$ cat src/rtl/uart_tx_ctrl.sv
// uart_tx_ctrl: UART transmit control, sequencing start, data, optional
// parity (macro UART_TX_PARITY_EN) and stop bit periods of one frame.
module uart_tx_ctrl #(
    parameter int CLKS_PER_BIT = 10,
    parameter int DATA_BITS    = 8
) (
    input  logic       clk,
    input  logic       rst,
    input  logic       tx_req,
    input  logic       tx_abort,
    output logic       tx_ready,
    output logic       load_sr,
    output logic       shift_sr,
    output logic [1:0] line_sel,
    output logic       tx_done
);

    localparam int TW = $clog2(CLKS_PER_BIT);
    localparam int BW = $clog2(DATA_BITS);

    localparam logic [TW-1:0] T_MAX = TW'(CLKS_PER_BIT - 1);
    localparam logic [BW-1:0] B_MAX = BW'(DATA_BITS - 1);

    localparam logic [1:0] LS_MARK  = 2'd0;
    localparam logic [1:0] LS_START = 2'd1;
    localparam logic [1:0] LS_DATA  = 2'd2;
`ifdef UART_TX_PARITY_EN
    localparam logic [1:0] LS_PAR   = 2'd3;
`endif

    typedef enum logic [2:0] {
        S_IDLE,
        S_START,
        S_DATA,
`ifdef UART_TX_PARITY_EN
        S_PARITY,
`endif
        S_STOP
    } state_t;

    state_t          state_q;
    logic [TW-1:0]   timer_q;
    logic [BW-1:0]   bitcnt_q;
    logic [1:0]      line_sel_q;

    logic in_idle;
    logic bit_end;
    logic last_bit;
    logic abort_act;

    // Decode handshake, pulse and line outputs from state and inputs
    always_comb begin
        in_idle   = (state_q == S_IDLE);
        bit_end   = (timer_q == T_MAX);
        last_bit  = (bitcnt_q == B_MAX);
        abort_act = ~in_idle & tx_abort;
        tx_ready  = in_idle & ~tx_abort & ~rst;
        load_sr   = tx_ready & tx_req;
        shift_sr  = (state_q == S_DATA) & bit_end & ~tx_abort;
        tx_done   = (state_q == S_STOP) & bit_end & ~tx_abort;
        line_sel  = abort_act ? LS_MARK : line_sel_q;
    end

    // Frame sequencer: state, bit timer, bit counter and line select
    always_ff @(posedge clk or posedge rst) begin
        if (rst) begin
            state_q    <= S_IDLE;
            timer_q    <= '0;
            bitcnt_q   <= '0;
            line_sel_q <= LS_MARK;
        end else if (abort_act) begin
            state_q    <= S_IDLE;
            timer_q    <= '0;
            bitcnt_q   <= '0;
            line_sel_q <= LS_MARK;
        end else begin
            unique case (state_q)
                S_IDLE: begin
                    timer_q  <= '0;
                    bitcnt_q <= '0;
                    if (load_sr) begin
                        state_q    <= S_START;
                        line_sel_q <= LS_START;
                    end
                end
                S_START: begin
                    if (bit_end) begin
                        state_q    <= S_DATA;
                        timer_q    <= '0;
                        line_sel_q <= LS_DATA;
                    end else begin
                        timer_q <= timer_q + 1'b1;
                    end
                end
                S_DATA: begin
                    if (bit_end) begin
                        timer_q <= '0;
                        if (last_bit) begin
                            bitcnt_q <= '0;
`ifdef UART_TX_PARITY_EN
                            state_q    <= S_PARITY;
                            line_sel_q <= LS_PAR;
`else
                            state_q    <= S_STOP;
                            line_sel_q <= LS_MARK;
`endif
                        end else begin
                            bitcnt_q <= bitcnt_q + 1'b1;
                        end
                    end else begin
                        timer_q <= timer_q + 1'b1;
                    end
                end
`ifdef UART_TX_PARITY_EN
                S_PARITY: begin
                    if (bit_end) begin
                        state_q    <= S_STOP;
                        timer_q    <= '0;
                        line_sel_q <= LS_MARK;
                    end else begin
                        timer_q <= timer_q + 1'b1;
                    end
                end
`endif
                S_STOP: begin
                    if (bit_end) begin
                        state_q    <= S_IDLE;
                        timer_q    <= '0;
                        line_sel_q <= LS_MARK;
                    end else begin
                        timer_q <= timer_q + 1'b1;
                    end
                end
                default: begin
                    state_q    <= S_IDLE;
                    timer_q    <= '0;
                    bitcnt_q   <= '0;
                    line_sel_q <= LS_MARK;
                end
            endcase
        end
    end

endmodule

$ cat config.mk
export PLATFORM = sky130hd
export DESIGN_NAME = uart_tx_ctrl
export DESIGN_NICKNAME = d
export VERILOG_FILES = /design/src/rtl/uart_tx_ctrl.sv
export SDC_FILE = /design/constraint.sdc
export NUM_CORES = 1
export LEC_CHECK = 0
export BUFFER_PORTS_ARGS = -buffer_cell sky130_fd_sc_hd__buf_2
export CAP_MARGIN = 25
export CORE_MARGIN = 4
export CORE_UTILIZATION = 48
export DETAILED_ROUTE_END_ITERATION = 10
export HOLD_SLACK_MARGIN = 0.06
export PLACE_DENSITY_LB_ADDON = 0.15
export SLEW_MARGIN = 20
export SYNTH_ARGS = -nofsm -noshare
export SYNTH_HDL_FRONTEND = slang
export SYNTH_SLANG_ARGS = --single-unit
$ cat constraint.sdc
create_clock -name clk -period 1.5 [get_ports clk]
set_input_delay 0.3 -clock clk [delete_from_list [all_inputs] [get_ports clk]]
set_output_delay 0.3 -clock clk [all_outputs]
set_load 0.05 [all_outputs]
==> impl_metrics.toml, run 1 <==
[run_status]
status = "finished with violations"
failed_checks = "setup timing"

[die]
initial_utilization = 0.523
die_h_um = 46.3
rows = 13
core-area_um2 = 1350
die_area_um2 = 2150
die_w_um = 46.3
ios = 10

[timing]
finalSetupViolations = 10
timing.fmax_mhz = 592
slew-limit-headroom = 0.720
hold_ws_ps = 54.8
fin_crit_sh = 1.13
tightest_slew_ps = 420
period_minus_slack_ps = 1690
fin_ws_ps = -188
rsz0062_at_grt = "yes"
slew_violations = 0
finalClockSkew_ps = 0.685
finalHoldViolations = 0

[setup_path]
path_cells = "buf_4, ha_4, nor3_2, nor3_4, a21o_1, a32o_2"
rr_worst_depth = 6
path_buf_inv = 1
max_stage_delay_ps = 430
worst-endpoint-arrival_ps = 1840
critPathRequiredTime_ps = 1660
timing.rr.start = "state_q[1]"
path_class = "reg -> reg"
critical_path.endpoint_type = "flop"
crit_family = "flip-flops"
crit_fanout = 5
r2r-end = "line_sel_q[1]"
r2r_setup_slack_ps = -190
crit_path_start_kind = "flop"
slowest_stage = "dfrtp_2"

[cts]
numCtsBuffers = 3
cts_tree = "done"
insertion_delay_ps = 260
cts_root_buf = "clkbuf_4"
ctsLongestPathBuffers = 2
clock_sink_count = 11
htreeDepth = 1
path_clk_slew_ps = 60
cts_hold_buf = 0

[yosys]
synth.top_cells.by_area = "dfrtp_1 (39%), ha_1 (14%), nor2_1 (3.7%)"
synth_top_area_share = 0.390
ys_seq_area_frac = 0.390
ys_seq_elements = 11
synthDistinctLibCells = 32
syn_area_um2 = 706
synth.avg_cell_area_um2 = 10.4
syn_inst = 68
yosysTopAreaCell = "dfrtp_1"
yosysWarnings = 0
synth_nets = 80

[grt]
grt_pass1_vias = 620
grtUsageTotal = 0.175
grt-ovfl-total = 0
antenna_found_initial = 0
grt_pass1_wl_um = 2600
grt_max_degree = 12

[placement]
place_congestion = 0.790
io_buffers = 9
placed_cells = 103
dp_hpwl_um = 1160

[hold_path]
hold_class = "in -> async"

[drt]
first_iter_violations = 7
viasPerCell = 5.30
vias = 609
wl_per_cell_um = 13.6
routed_wl_um = 1560
ant_nets = 0
drc_errors = 0
drt_pre_antenna_iters = 3

[power_and_ir_drop]
powerDensity_nw_per_um2 = 1890
power_frac_seq = 0.209
p_int_mw = 1.24
p_comb_frac = 0.699
clock_power_share = 0.092
p_leak_nw = 0.558
ir_drop_mv = 1.33
p_sw_frac = 0.408
finalPower_mw = 2.10
p_sw_mw = 0.858

[final_layout]
layout.nets = 113
final_core_util = 0.825
antennaDiodeCount = 0
drive_above_1_share = 0.580
syn2layout_area_growth_pct = 57.8
fill_cells = 68
stdcell_count = 115

[flow_run]
max_cap_violations = 0
synth_stat cells:
cell type and count:
a211oi_2 1, a21o_1 1, a21oi_2 1, a22o_1 1, a32o_1 1, a32o_2 1, and2_1 2, and4b_1 1
and4bb_4 1, buf_2 1, clkbuf_1 1, dfrtp_1 11, ha_1 8, inv_1 4, inv_2 1, nand2_1 5
nand3_1 1, nand3b_4 1, nand4_1 2, nand4b_1 1, nor2_1 7, nor2_2 1, nor2b_1 1, nor3_1 2
nor3_2 1, nor3_4 1, nor3b_1 2, o21ai_1 3, o22a_1 1, o41ai_1 1, xnor2_1 1, xor2_1 1
cell type report:
cell class	count	area, um2	share of cell area
inverters	5	21.3	0.0191
multi-input cells	50	512	0.460
repair buffers	30	259	0.233
clock buffers	4	26.3	0.0236
well taps	15	18.8	0.0169
flip-flops and latches	11	277	0.248
worst max path at each step:
stage	end	depth (start not counted)	slack, ps	start
floorplan	line_sel_q[1]	6	-40	state_q[0]
global placement	state_q[1]	6	-70	state_q[0]
detailed placement	line_sel_q[1]	6	-120	state_q[0]
CTS	tx_ready	6	-180	state_q[1]
global route	state_q[1]	6	-270	state_q[1]
finish	line_sel_q[1]	6	-190	state_q[1]
worst reg2reg max path, stage by stage, from the launching register on:
cell and delay, ps:
dfrtp_2 430, buf_4 150, ha_4 170, nor3_2 320
nor3_4 90, a21o_1 200, a32o_2 210
power by group through the flow:
stage	Combinational, mW	Clock [mW]	Sequential (mW)
after floorplan	0.762	0	0.431
after global placement	1.11	0	0.438
after detailed placement	1.13	0	0.441
after CTS	1.41	0.201	0.436
after global routing	1.59	0.213	0.448
final	1.47	0.194	0.439
cells in the final DEF, fill, tap and decap left out, types with 3 or more instances in the layout:
| master | count |
|---|---|
| buf_4 | 18 |
| dfrtp_1 | 10 |
| buf_6 | 7 |
| nor2_1 | 6 |
| nand2_1 | 4 |
| ha_4 | 4 |
| o21ai_1 | 3 |
| inv_2 | 3 |
| ha_1 | 3 |
| clkbuf_4 | 3 |
| buf_2 | 3 |
metal layers:
layer / up-vias / track usage / share of wire
met1: 284 / 0.211 / 0.47
met4: 0 / 0.0170 / 0.0077
li1: 307 / - / -
met3: 4 / 0.0703 / 0.044
met5: - / 0 / 0
met2: 14 / 0.302 / 0.47
sequential cells by signal, indices dropped and copies added, names as in the netlist:
name        count
state_q         2
bitcnt_q        3
timer_q         4
line_sel_q      2
kinds of logic (layout without fill, tap and decap cells):
| kind of cell | count (synthesis) | count (layout) | synth area share |
|---|---|---|---|
| flops | 11 | 11 | 0.390 |
| xor+xnor | 2 | 2 | 0.0248 |
| buf+inv | 7 | 39 | 0.0390 |
| compound gates | 11 | 11 | 0.129 |
| simple gates | 29 | 29 | 0.275 |
| fa+ha+maj | 8 | 8 | 0.142 |
through the flow:
stage          setup WS [ps]  cell area (um2)  TNS, ps
3_5_place_dp            -116              925     -516
4_1_cts                 -181             1090    -1430
2_1_floorplan          -36.3              776     -128
5_1_grt                 -270             1110    -2420
6_report                -188             1110    -1580
3_3_place_gp           -71.5              925     -283
repair_timing:
item / CTS / global route
pin swaps: 4 / 2
resized for setup: 24 / 3
setup buffers: 7 / 2
endpoints found under the setup margin: 10 / 13
(Power assumes the default switching activity.)
==> run 2, diff against run 1 <==
Settings changed: BUFFER_PORTS_ARGS -buffer_cell sky130_fd_sc_hd__buf_2 to unset, CORE_UTILIZATION 48 to 53, DONT_BUFFER_PORTS set to 1.
Clock period 1.5 ns to 1.65 ns, I/O delays scaled along.
==> impl_metrics.toml, run 2 (synthesis results as in run 1) <==
[run_status]
status = "finished with violations"
failed_checks = "setup timing"

[timing]
tightest_slew_ps = 451
finalSetupViolations = 13
slew-limit-headroom = 0.699
slew_violations = 0
fin_crit_sh = 1.06
rsz0062_at_grt = "yes"
timing.fmax_mhz = 571
period_minus_slack_ps = 1750
fin_ws_ps = -101
finalClockSkew_ps = 4.86
finalHoldViolations = 0

[placement]
io_buffers = 0
pre_cts_slack_ps = 3.02
dp_hpwl_um = 1160
place_congestion = 0.784

[final_layout]
antennaDiodeCount = 0
reg_top3 = "timer_q x4, bitcnt_q x3"
largest_register_ffs = 4
regMostFlops = "timer_q"
fill_cells = 48
mostFrequentLayoutCells = "buf_4 (15), dfrtp_1 (9), nor2_1 (6), ha_4 (5), nand2_1 (4)"
drive_above_1_share = 0.567
syn2layout_area_growth_pct = 54.6
final_common_cell = "buf_4"
layout.nets = 103

[die]
ios = 10
initial_utilization = 0.595
die_w_um = 44.5
die_h_um = 44.5
core-area_um2 = 1190
rows = 12
die_area_um2 = 1980

[hold_path]
hold_class = "in -> reg"
hold_depth = 3
hp-start = "tx_abort"
hold-path-endpoint = "timer_q[0]"

[drt]
viasPerCell = 6.37
drc_errors = 0
vias = 662
drt_pre_antenna_iters = 4
wl_per_cell_um = 22.2
routed_wl_um = 2310
first_iter_violations = 24
ant_nets = 0

[grt]
antenna_found_initial = 0
grt_max_degree = 12
grtUsageTotal = 0.226
grt_pass1_wl_um = 3040
grt_pass1_vias = 648
grt-ovfl-total = 0

[cts]
numCtsBuffers = 3
htreeDepth = 1
clock_sink_count = 11
insertion_delay_ps = 270
ctsLongestPathBuffers = 2
path_clk_slew_ps = 70
cts_root_buf = "clkbuf_4"
cts_tree = "done"

[setup_path]
rr_worst_depth = 6
r2r_setup_slack_ps = -50
worst-endpoint-arrival_ps = 1420
critPathRequiredTime_ps = 1320
critical_path.endpoint_type = "output port"
crit_path_start_kind = "flop"
timing.rr.start = "bitcnt_q[0]"
crit_fanout = 3
path_class = "reg -> out"
r2r-end = "line_sel_q[1]"

[power_and_ir_drop]
finalPower_mw = 1.94
powerDensity_nw_per_um2 = 1780
p_leak_nw = 0.499
ir_drop_mv = 1.31

[flow_run]
max_cap_violations = 0
## run 2: cell types whose count changed in the layout (fill, tap and decap cells not counted), sizes merged
cell | before | now
buf | 30 | 19
dlygate4sd3 | 0 | 1
## run 2: critical path, stage by stage, from the launching register on
cell	delay, ps
dfrtp_1	410
inv_2	70
ha_4	140
nand3b_4	110
nor3b_4	250
buf_12	170
## run 2: how the worst max path moves through the flow
stage	start	endpoint	slack [ps]
after floorplan	timer_q[1]	shift_sr	-100
after global placement	state_q[0]	line_sel_q[1]	10
after detailed placement	state_q[0]	line_sel_q[1]	3
after CTS	timer_q[1]	tx_done	-110
after global routing	timer_q[1]	tx_done	-170
final	timer_q[1]	tx_done	-100
## run 2: power by group
group	total [mW]	leakage [nW]	internal, mW	switching, mW
Combinational	1.34	0.339	0.624	0.717
Clock	0.182	0.0150	0.0936	0.0884
Sequential	0.416	0.145	0.343	0.0728
## run 2: cell type report
cell class,instances,area (um2),share of cell area
multi-input combinational,50,547,0.501
sequential,11,278,0.255
timing repair buffer,20,194,0.178
inverter,5,28.8,0.0264
clock buffer,4,26.3,0.0241
tap,14,17.5,0.0161
## run 2: stage by stage
stage,cells,util,setup TNS (ps),area [um2],hold WS [ps]
finish,104,0.920,-484,1090,330
global route,104,0.920,-1350,1090,312
CTS,100,0.842,-209,998,297
detailed placement,88,0.714,0,847,242
global placement,88,0.714,0,847,238
floorplan,68,-,-102,742,182
## run 2: timing repair
action,CTS,global route
gates resized for setup,16,14
hold endpoints to repair,11,0
hold buffers,1,0
endpoints found under the setup margin,8,13
buffers inserted,7,4
pin swaps,7,12
## run 2: routing by layer
metal,vias to the layer above,GRT usage,routed length (um)
met5,-,0,0
met4,0,0.102,100
met3,14,0.102,178
met2,41,0.398,1170
met1,319,0.223,853
li1,288,-,-
==> run 3, diff against run 2 <==
Settings changed: CORE_UTILIZATION 53 to 45, CTS_BUF_LIST set to sky130_fd_sc_hd__clkbuf_4.
==> impl_metrics.toml, run 3 (synthesis results as in run 1) <==
[grt]
grt-ovfl-total = 0
antenna_found_initial = 0
grt_pass1_vias = 601
grt_pass1_wl_um = 2590
grt_max_degree = 12
grtUsageTotal = 0.168

[hold_path]
hp-start = "tx_abort"
hold_class = "in -> reg"
hold_depth = 3

[final_layout]
largest_register_ffs = 4
regMostFlops = "timer_q"
drive_above_1_share = 0.533
antennaDiodeCount = 0
fin_area_um2 = 1060
layout.nets = 103
mostFrequentLayoutCells = "buf_4 (13), dfrtp_1 (9), nor2_1 (6)"
stdcell_count = 106
final_core_util = 0.710
fill_cells = 105
syn2layout_area_growth_pct = 49.8
reg_top3 = "timer_q x4, bitcnt_q x3"
final_common_cell = "buf_4"

[setup_path]
crit_cells = 6
path_buf_inv = 3
path_class = "reg -> out"
crit_fanout = 5
crit_family = "flip-flops"
timing.rr.start = "state_q[0]"
crit_path_start_kind = "flop"
critPathRequiredTime_ps = 1320
max_stage_delay_ps = 450
endpoint = "load_sr"
critPathLaunch = "state_q[1]"
r2r-end = "line_sel_q[1]"
critical_path.endpoint_type = "output port"
rr_worst_depth = 6
r2r_setup_slack_ps = 20
path_cells = "inv_2, ha_4, inv_6, a21oi_4, nor2_4, buf_12"
slowest_stage = "dfrtp_2"
worst-endpoint-arrival_ps = 1370

[cts]
insertion_delay_ps = 260
clock_sink_count = 11
cts_tree = "done"
ctsLongestPathBuffers = 2
path_clk_slew_ps = 70
cts_root_buf = "clkbuf_4"
htreeDepth = 1
numCtsBuffers = 3

[drt]
wl_per_cell_um = 14.4
viasPerCell = 5.60
drc_errors = 0
drt_pre_antenna_iters = 4
first_iter_violations = 20
routed_wl_um = 1530
ant_nets = 0
vias = 594

[timing]
tightest_slew_ps = 425
fin_ws_ps = -48.6
slew-limit-headroom = 0.716
finalClockSkew_ps = 3.24
rsz0062_at_grt = "yes"
finalSetupViolations = 6
slew_violations = 0
fin_tns_setup_ps = -167
timing.fmax_mhz = 589
fin_crit_sh = 1.03
finalHoldViolations = 0
period_minus_slack_ps = 1700
hold_ws_ps = 290

[die]
core-area_um2 = 1490
die_w_um = 47.6
die_h_um = 47.6
die_area_um2 = 2270
initial_utilization = 0.474
ios = 10
rows = 14

[power_and_ir_drop]
clock_power_share = 0.110
p_leak_nw = 0.516
p_comb_frac = 0.666
power_frac_seq = 0.225
p_sw_mw = 0.756
ir_drop_mv = 1.13
powerDensity_nw_per_um2 = 1710
p_sw_frac = 0.418
p_int_mw = 1.05

[placement]
place_area_um2 = 865
place_congestion = 0.778
placed_cells = 92
io_buffers = 0
dp_hpwl_um = 1040

[flow_run]
max_cap_violations = 0

[run_status]
status = "finished with violations"
failed_checks = "setup timing"
run 3: cell type report:
class / count / area [um2] / share of cell area
Clock buffer: 4 / 30.0 / 0.0284
Multi-Input combinational cell: 50 / 504 / 0.477
Tap cell: 16 / 20.0 / 0.0189
Inverter: 5 / 23.8 / 0.0225
Timing Repair Buffer: 20 / 201 / 0.191
Sequential cell: 11 / 278 / 0.263
run 3: worst min-delay path by stage:
stage | endpoint | slack [ps]
2_1_floorplan | bitcnt_q[0] | 180
3_3_place_gp | line_sel_q[0] | 250
3_5_place_dp | line_sel_q[0] | 250
4_1_cts | timer_q[1] | 280
5_1_grt | timer_q[0] | 270
6_report | timer_q[1] | 290
run 3: stage by stage:
stage	power, mW	worst slack [ps]
after detailed placement	1.33	41.4
after global placement	1.32	43.0
final	1.81	-48.6
after CTS	1.75	-49.2
after global routing	1.92	-115
after floorplan	1.04	-102
run 3: worst min-delay path, cell delays in order:
cell and delay, ps:
nor2_1 20, nand2_1 110, nor2_1 50
run 3: per-layer routing:
| metal | vias to the layer above | GRT usage | part of all wire |
|---|---|---|---|
| met4 | 0 | 0.0645 | 0.0098 |
| met5 | - | 0 | 0 |
| met1 | 294 | 0.206 | 0.44 |
| met3 | 2 | 0.0564 | 0.048 |
| met2 | 12 | 0.273 | 0.50 |
| li1 | 286 | - | - |
run 3: power by group through the flow:
stage / Sequential (mW) / Combinational (mW) / Clock (mW)
2_1_floorplan: 0.386 / 0.650 / 0
3_3_place_gp: 0.399 / 0.919 / 0
3_5_place_dp: 0.401 / 0.926 / 0
4_1_cts: 0.406 / 1.14 / 0.208
5_1_grt: 0.416 / 1.28 / 0.228
6_report: 0.406 / 1.20 / 0.198
run 3: what timing repair did:
item / 4_1_cts / 5_1_grt
setup buffers: 7 / 2
hold endpoints to repair: 11 / 0
pin swaps: 6 / 4
endpoints found under the setup margin: 6 / 8
gates cloned: 0 / 0
gates resized for setup: 20 / 2
hold buffers: 1 / 0
